### src/rtl/uart_tx.sv
// 8N1 UART transmitter with a small byte FIFO in front of the frame state machine.
// Serial line and done pulse are registered, so they lag the state by one cycle.
module uart_tx #(
  parameter int CLOCK_FREQUENCY = 25000000,
  parameter int BAUD_RATE       = 115200,
  parameter int FIFO_DEPTH      = 4
) (
  input  logic       i_clk,
  input  logic       i_rst,
  input  logic       i_tx_valid,
  input  logic [7:0] i_tx_byte,
  output logic       o_tx_ready,
  output logic       o_tx_serial,
  output logic       o_tx_busy,
  output logic       o_tx_done
);

  localparam int BIT_CLKS = CLOCK_FREQUENCY / BAUD_RATE;
  localparam int CW       = (BIT_CLKS > 1) ? $clog2(BIT_CLKS) : 1;
  localparam logic [CW-1:0] BIT_LOAD = CW'(BIT_CLKS - 1);
  localparam int AW       = $clog2(FIFO_DEPTH);

  typedef enum logic [1:0] {IDLE, START, DATA, STOP} state_t;

  state_t          state, state_nxt;
  logic [7:0]      fifo_mem [FIFO_DEPTH];
  logic [AW-1:0]   wr_ptr, rd_ptr;
  logic [AW:0]     fifo_cnt;
  logic            fifo_empty, fifo_full, wr_en, rd_en;
  logic [CW-1:0]   bit_cnt;
  logic [2:0]      bit_idx;
  logic [7:0]      shift;
  logic            bit_end, line_d, done_d;

  assign fifo_empty = (fifo_cnt == '0);
  assign fifo_full  = (fifo_cnt == (AW+1)'(FIFO_DEPTH));
  assign o_tx_ready = !fifo_full;
  // A full FIFO refuses writes even when a pop frees a slot on the same edge.
  assign wr_en      = i_tx_valid && !fifo_full;
  assign bit_end    = (bit_cnt == '0);
  assign rd_en      = !fifo_empty && ((state == IDLE) || (state == STOP && bit_end));
  assign o_tx_busy  = (state != IDLE) || !fifo_empty;

  always_ff @(posedge i_clk) begin
    if (wr_en) fifo_mem[wr_ptr] <= i_tx_byte;
  end

  always_ff @(posedge i_clk) begin
    if (i_rst) begin
      wr_ptr   <= '0;
      rd_ptr   <= '0;
      fifo_cnt <= '0;
    end else begin
      if (wr_en) wr_ptr <= wr_ptr + 1'b1;
      if (rd_en) rd_ptr <= rd_ptr + 1'b1;
      case ({wr_en, rd_en})
        2'b10:   fifo_cnt <= fifo_cnt + 1'b1;
        2'b01:   fifo_cnt <= fifo_cnt - 1'b1;
        default: ;
      endcase
    end
  end

  always_ff @(posedge i_clk) begin
    if (i_rst) begin
      state       <= IDLE;
      o_tx_serial <= 1'b1;
      o_tx_done   <= 1'b0;
    end else begin
      state       <= state_nxt;
      o_tx_serial <= line_d;
      o_tx_done   <= done_d;
    end
  end

  always_ff @(posedge i_clk) begin
    if (i_rst) begin
      bit_cnt <= '0;
      bit_idx <= '0;
      shift   <= '0;
    end else if (rd_en) begin
      shift   <= fifo_mem[rd_ptr];
      bit_cnt <= BIT_LOAD;
    end else if (state != IDLE) begin
      if (bit_end) begin
        bit_cnt <= BIT_LOAD;
        if (state == DATA) begin
          shift   <= {1'b0, shift[7:1]};
          bit_idx <= bit_idx + 1'b1;
        end else begin
          bit_idx <= '0;
        end
      end else begin
        bit_cnt <= bit_cnt - 1'b1;
      end
    end
  end

  always_comb begin
    state_nxt = state;
    case (state)
      IDLE:    if (!fifo_empty) state_nxt = START;
      START:   if (bit_end) state_nxt = DATA;
      DATA:    if (bit_end && bit_idx == 3'd7) state_nxt = STOP;
      STOP:    if (bit_end) state_nxt = fifo_empty ? IDLE : START;
      default: state_nxt = IDLE;
    endcase
  end

  always_comb begin
    line_d = 1'b1;
    done_d = 1'b0;
    case (state)
      START:   line_d = 1'b0;
      DATA:    line_d = shift[0];
      STOP:    done_d = bit_end;
      default: ;
    endcase
  end

endmodule

### config.mk
export PLATFORM = sky130hd
export DESIGN_NAME = uart_tx
export DESIGN_NICKNAME = d
export VERILOG_FILES = /design/src/rtl/uart_tx.sv
export SDC_FILE = /design/constraint.sdc
export NUM_CORES = 1
export LEC_CHECK = 0
export CAP_MARGIN = 20
export CORE_ASPECT_RATIO = 0.5
export CORE_MARGIN = 5
export CORE_UTILIZATION = 24
export CTS_CLUSTER_SIZE = 16
export DETAILED_ROUTE_END_ITERATION = 12
export HOLD_SLACK_MARGIN = 0.12
export PLACE_DENSITY = 0.47
export SLEW_MARGIN = 20
export SYNTH_ARGS = -nofsm -noshare
export SYNTH_HDL_FRONTEND = slang
export SYNTH_SLANG_ARGS = --single-unit
### constraint.sdc
create_clock -name i_clk -period 5.55 [get_ports i_clk]
set_input_delay 0.8325 -clock i_clk [delete_from_list [all_inputs] [get_ports i_clk]]
set_output_delay 0.8325 -clock i_clk [all_outputs]
set_load 0.02 [all_outputs]
==> results.md, run 1 <==
* Status: complete, no violations
* Via count at 1795
* Number of placed instances, taps included at 394
* Leak at 1.151 nW
* Power per Cell Area at 543.0 mW/mm^2
* Post-route ant nets at 0
* CTS Hold Bufs at 0
* Slowest stage delay, CP at 0.55 ns
* Final setup violation count at 0
* EDFF count, synth at 32
* Vias in the first global route at 1867
* Post-layout power at 1.841 mW
* CTS max path bufs at 2
* Post-Syn Area at 0.002813 sq mm
* Diode count at 0
* GRT Resource Usage Total at 8.496%
* Maxcap violations at 0
* Yosys cell types at 41
* Post-CTS Setup Inserts at 0
* Later-pin clock latency in the skew report at 0.33 ns
* Peak Freq at 306.1 MHz
* Fin cells at 410
* Clock power frac at 28.2%
* Worst EP arrival at 3.52 ns
* Worst-path cell chain: inv_1 > ha_1 > a41oi_2 > or2_0 > inv_1 > ha_1 > fa_1 > xnor2_1 > or3_1 > a21oi_1
* Psw at 0.6582 mW
* DR WL/cell at 13.47 microns
* Residual DRC at 0
* Measured slew at the worst slew-check pin at 0.5846 ns
* Post-Syn Nets at 257
* CTS tree: built
* Yosys reg bits at 64
* Worst vdd ir at 0.0001693 V
* Fin nets at 272
* Rel. slew slack at 61.03%
* Root Driver: clkbuf_16
* Final hold violation count at 0
* Max-slew violation total from the final report at 0
* Post_cts resized at 0
* CORE AREA at 0.01122 sq mm
* Seq/Total Area, Yosys at 56.94%
* Layout cells sized above 1 at 13.55%
* Post-layout min period at 3.267 ns
* Antenna violations before repair at 0
* Setup Total Neg Slack at 0 ns
* Most common flop cell mapped by yosys: edfxtp_1
* CP max stage cell: a41oi_2
* # IOs at 15
* Hpwl dp at 3754 microns
* Crit Path Max Fanout at 14
* Num rows at 27
* First-pass GRT wire length at 9370 microns
* Die ar. at 0.01412 sq mm
* Area grow syn2layout at 20.51%
* Grt ovf at 0
* Critical Path RT at 5.81 ns
* Starting density of the core at 25.08%
* Worst-path clk slew at 0.06 ns
* Hold Path Class: flip-flop to flip-flop
* Sw Ratio at 35.76%
* H-tree depth at 3
* Syn Area/Cell at 12.18 sq um
* Part of the power in registers at 37.5%
* Final Hold Slack at 0.4628 ns
* Die Y at 86.55 microns
* Internal power at 1.182 mW
* Final wirelength at 5523 microns
* Launching element type of the critical path: flip-flop
* DP Worst Slack at 2.332 ns
* Setup Skew at 0.008274 ns
* PnR worst setup slack at 2.283 ns
* Vias/cell at 4.378
* CTS buffer count at 9
* Pin count of the biggest net entering global routing at 32
* Die width at 163.1 microns
* Pre-Repair DR Iteration Count at 4
* Post-Syn Instances at 231
* CP Capture Type: flip-flop
* Combinational share of power at 34.3%
* Port bufs at 14
* RSZ-0062 raised after global routing: false
* Clk sinks at 64
* Fin crit share at 58.86%
* Synth Warn # at 0
* FFs w/ async S/R, synth at 0%
* First-iteration detailed-routing DRC count at 108
* GP Congestion at 0.7884
* Critical path class: flip-flop to flip-flop
## logic make-up (layout without fill, tap and decap cells)
kind of cell	count (synthesis)	in the layout	share of synthesized area (%)
AND/OR/NAND/NOR	75	75	14.32
flip-flops	64	64	56.94
AO/OA/AOI/OAI	36	36	8.675
buffers and inverters	21	41	2.892
adder cells (fa/ha/maj)	15	15	6.940
XOR/XNOR	10	10	3.114
multiplexers	10	10	7.117
## area by class of cell
| class | count | area (sq um) |
|---|---|---|
| inverter | 10 | 37.54 |
| timing repair buffer | 15 | 142.6 |
| tap | 159 | 198.9 |
| multi-input combinational | 146 | 1130 |
| clock buffer | 9 | 225.2 |
| sequential | 64 | 1602 |
| clock inverter | 7 | 53.80 |
| fill | 1153 | 7826 |
## Yosys cell counts (3+ instances only)
| cell type | count | share of area, % |
|---|---|---|
| dfxtp_1 | 32 | 23 |
| nand2_1 | 24 | 3.2 |
| or3_1 | 3 | 0.67 |
| ha_1 | 14 | 6.2 |
| clkbuf_1 | 8 | 1.1 |
| nor3_1 | 15 | 2.7 |
| a311oi_1 | 7 | 2.2 |
| a21oi_1 | 17 | 3.0 |
| xor2_1 | 5 | 1.6 |
| inv_1 | 10 | 1.3 |
| edfxtp_1 | 32 | 34 |
| xnor2_1 | 5 | 1.6 |
| mux4_2 | 8 | 6.4 |
| nand3_1 | 4 | 0.71 |
| nor2_1 | 7 | 0.93 |
| and3_1 | 5 | 1.1 |
## stage by stage
| step | utilization [%] | area [sq um] |
|---|---|---|
| 3_5_place_dp | 27.78 | 3115 |
| 4_1_cts | 30.27 | 3395 |
| 2_1_floorplan | - | 2813 |
| 6_report | 30.22 | 3390 |
| 3_3_place_gp | 27.78 | 3115 |
| 5_1_grt | 30.22 | 3390 |
## final timing paths
kind	depth (start not counted)	startpoint	to	slack (ns)
min	2	bit_idx[2]	bit_idx[2]	0.46
max	10	state[1]	fifo_cnt[2]	2.28
max reg2reg	10	state[1]	fifo_cnt[2]	2.28
min reg2reg	2	bit_idx[2]	bit_idx[2]	0.46
## cells in the final DEF (no fill, tap or decap), types with 2 or more instances in the layout
master	netlist	final
dfxtp_1	32	32
edfxtp_1	32	32
nand2_1	24	24
a21oi_1	17	17
nor3_1	15	15
ha_1	14	14
clkdlybuf4s50_1	0	13
inv_1	10	10
clkbuf_16	0	9
mux4_2	8	8
nor2_1	7	7
a311oi_1	7	7
and3_1	5	5
xor2_1	5	5
xnor2_1	5	5
nand3_1	4	4
or3_1	3	3
clkinvlp_4	0	3
or3b_1	2	2
a31o_2	2	2
nor2b_1	2	2
o211ai_1	2	2
o31ai_1	2	2
nor3b_1	2	2
or2_2	2	2
o21ai_0	2	2
mux2i_1	2	2
inv_6	0	2
## power by group through the flow
stage	Clock (mW)	Combinational, mW	Sequential, mW
finish	0.519	0.630	0.691
global route	0.552	0.703	0.707
CTS	0.532	0.635	0.694
detailed placement	0	0.631	0.702
global placement	0	0.613	0.697
floorplan	0	0.496	0.671
## state kept, by name (all words and copies together) (netlist names), named ones only
register,cells
fifo_cnt,3
rd_ptr,2
o_tx_done,1
wr_ptr,2
o_tx_serial,1
shift,8
state,2
fifo_mem,32
bit_idx,3
bit_cnt,8
## critical path: cells and delay by family, from the launching register on
family / cells / cell delay (ns)
compound gates: 2 / 0.69
xor+xnor: 1 / 0.15
fa+ha+maj: 3 / 0.98
buf+inv: 2 / 0.21
flops: 1 / 0.39
simple gates: 2 / 0.77
## layer usage
layer  vias up  global-route usage (%)  share of wire [%]
li1        878                       -                  -
met1       873                   10.10                 47
met2        35                   14.36                 48
met4         0                   4.110                1.3
met5         -                       0                  0
met3         9                   2.375                3.4
No activity file was read; power rests on OpenSTA's default activity.
==> run 2, diff against run 1 <==
clock period = 3.4 ns   (was 5.55 ns; I/O delays follow)
==> results.md, run 2 (same netlist as run 1, synthesis figures left out) <==
* Launching element type of the critical path: flip-flop
* Post-layout power at 3.193 mW (+73%)
* Antenna violations before repair at 0 (unchanged)
* Crit Path Max Fanout at 12 (-2)
* CTS Hold Bufs at 0 (unchanged)
* Setup Skew at 0.008323 ns (+0.00004932 ns)
* Fin crit share at 76.72% (+18 points)
* Max-slew violation total from the final report at 0 (unchanged)
* H-tree depth at 3 (unchanged)
* Largest register FFs at 32 (unchanged)
* Pin count of the biggest net entering global routing at 32 (unchanged)
* Final hold violation count at 0 (unchanged)
* Via count at 1798 (+0.17%)
* Vias/cell at 4.364 (-0.32%)
* Post-layout min period at 2.608 ns (-0.6585 ns)
* Leak at 1.188 nW (+3.3%)
* Final Core Density at 30.79% (+0.57 points)
* CP Capture Type: flip-flop
* Measured slew at the worst slew-check pin at 0.5792 ns (-0.005355 ns)
* Worst vdd ir at 0.0002608 V (+54%)
* # IOs at 15 (unchanged)
* First-pass GRT wire length at 9666 microns (+3.2%)
* GRT Resource Usage Total at 8.732% (+0.24 points)
* Setup Total Neg Slack at 0 ns (unchanged)
* Most frequent cells in the layout: dfxtp_1 (32), edfxtp_1 (32), nand2_1 (24), a21oi_1 (17), nor3_1 (15)
* FILL cells at 1136 (-1.5%)
* Placed cell areas at 0.003131 sq mm (+0.48%)
* Die ar. at 0.01412 sq mm (unchanged)
* GP Congestion at 0.7410 (-6.0%)
* Vias in the first global route at 1864 (-0.16%)
* Die width at 163.1 microns (unchanged)
* Worst R2R Path Depth at 10 (unchanged)
* Peak Freq at 383.4 MHz (+25%)
* Later-pin clock latency in the skew report at 0.33 ns (about the same)
* DR WL/cell at 13.59 microns (+0.88%)
* Diode count at 0 (unchanged)
* Root Driver: clkbuf_16
* Die Y at 86.55 microns (unchanged)
* CTS max path bufs at 2 (unchanged)
* Clk sinks at 64 (unchanged)
* Largest regs: fifo_mem (32), bit_cnt (8), shift (8)
* Hold Path Class: flip-flop to flip-flop
* Internal power at 2.102 mW (+78%)
* CORE AREA at 0.01122 sq mm (unchanged)
* DP Worst Slack at 0.7681 ns (-1.564 ns)
* Final setup violation count at 0 (unchanged)
* Final Hold Slack at 0.4662 ns (+0.003464 ns)
* Final Cell Area at 0.003453 sq mm (+1.9%)
* Combinational share of power at 32.9% (-1.4 points)
* Port bufs at 14 (unchanged)
* Grt ovf at 0 (unchanged)
* Critical path class: flip-flop to flip-flop
* Power per Cell Area at 924.6 mW/mm^2 (+70%)
* Number of placed instances, taps included at 396 (+0.51%)
* Worst-path clk slew at 0.06 ns (about the same)
* Residual DRC at 0 (unchanged)
* RSZ-0062 raised after global routing: false
* Num rows at 27 (unchanged)
* Fin nets at 274 (+0.74%)
* Layout cells sized above 1 at 14.23% (+0.68 points)
* Psw at 1.091 mW (+66%)
* PnR worst setup slack at 0.7917 ns (-1.492 ns)
* Part of the power in registers at 35.4% (-2.1 points)
* Starting density of the core at 25.08% (unchanged)
* Pre-Repair DR Iteration Count at 4 (unchanged)
* Post_cts resized at 0 (unchanged)
* Fin cells at 412 (+0.49%)
* Post-CTS Setup Inserts at 0 (unchanged)
* Critical Path RT at 3.65 ns (-2.16 ns)
* First-iteration detailed-routing DRC count at 138 (+28%)
* Area grow syn2layout at 22.78%
* Post-route ant nets at 0 (unchanged)
* Worst EP arrival at 2.86 ns (-0.66 ns)
* Maxcap violations at 0 (unchanged)
* CTS buffer count at 9 (unchanged)
* Sw Ratio at 34.18% (-1.6 points)
* Hpwl dp at 3776 microns (+0.59%)
* CTS tree: built
* Final wirelength at 5599 microns (+1.4%)
* Clock power frac at 31.7% (+3.5 points)
* Rel. slew slack at 61.33% (+0.30 points)
* Most flop-heavy register: fifo_mem
* Hold path depth at 2 (unchanged)
* Status: complete, no violations
-- run 2: path summary, 6_finish.rpt --
path | start | slack, ns | endpoint
worst max register to register | state[0] | 0.79 | fifo_cnt[2]
worst min-delay path | bit_idx[2] | 0.47 | bit_idx[2]
worst max-delay path | state[0] | 0.79 | fifo_cnt[2]
worst min register to register | bit_idx[2] | 0.47 | bit_idx[2]
-- run 2: worst max-delay path, cell delays in order, from the launching register on --
cell     delay [ns]
dfxtp_1        0.36
inv_1          0.12
ha_1           0.39
a41oi_2        0.26
or2_0          0.17
inv_1          0.06
ha_1           0.21
fa_1           0.38
xnor2_1        0.14
or3_1          0.30
a21oi_1        0.14
-- run 2: power groups by stage --
| stage | combinational, mW | clock (mW) | sequential [mW] |
|---|---|---|---|
| finish | 1.05 | 1.01 | 1.13 |
| global route | 1.18 | 1.08 | 1.16 |
| CTS | 1.06 | 1.03 | 1.14 |
| detailed placement | 1.05 | 0 | 1.15 |
| global placement | 1.03 | 0 | 1.14 |
| floorplan | 0.809 | 0 | 1.09 |
-- run 2: area by class of cell --
cell class	count	area, sq um	area share [%]
clock buffers	9	225.2	6.522
clock inverters	7	102.6	2.971
inverters	10	37.54	1.087
multi-input cells	146	1130	32.72
flip-flops and latches	64	1602	46.38
well taps	159	198.9	5.761
repair buffers	17	157.7	4.565
-- run 2: layer usage --
metal	vias to the layer above	GRT usage, %	wire length [microns]
met5	-	0	0
met4	0	2.968	61
met3	5	2.755	189
met2	32	14.17	2619
met1	876	11.13	2729
li1	885	-	-
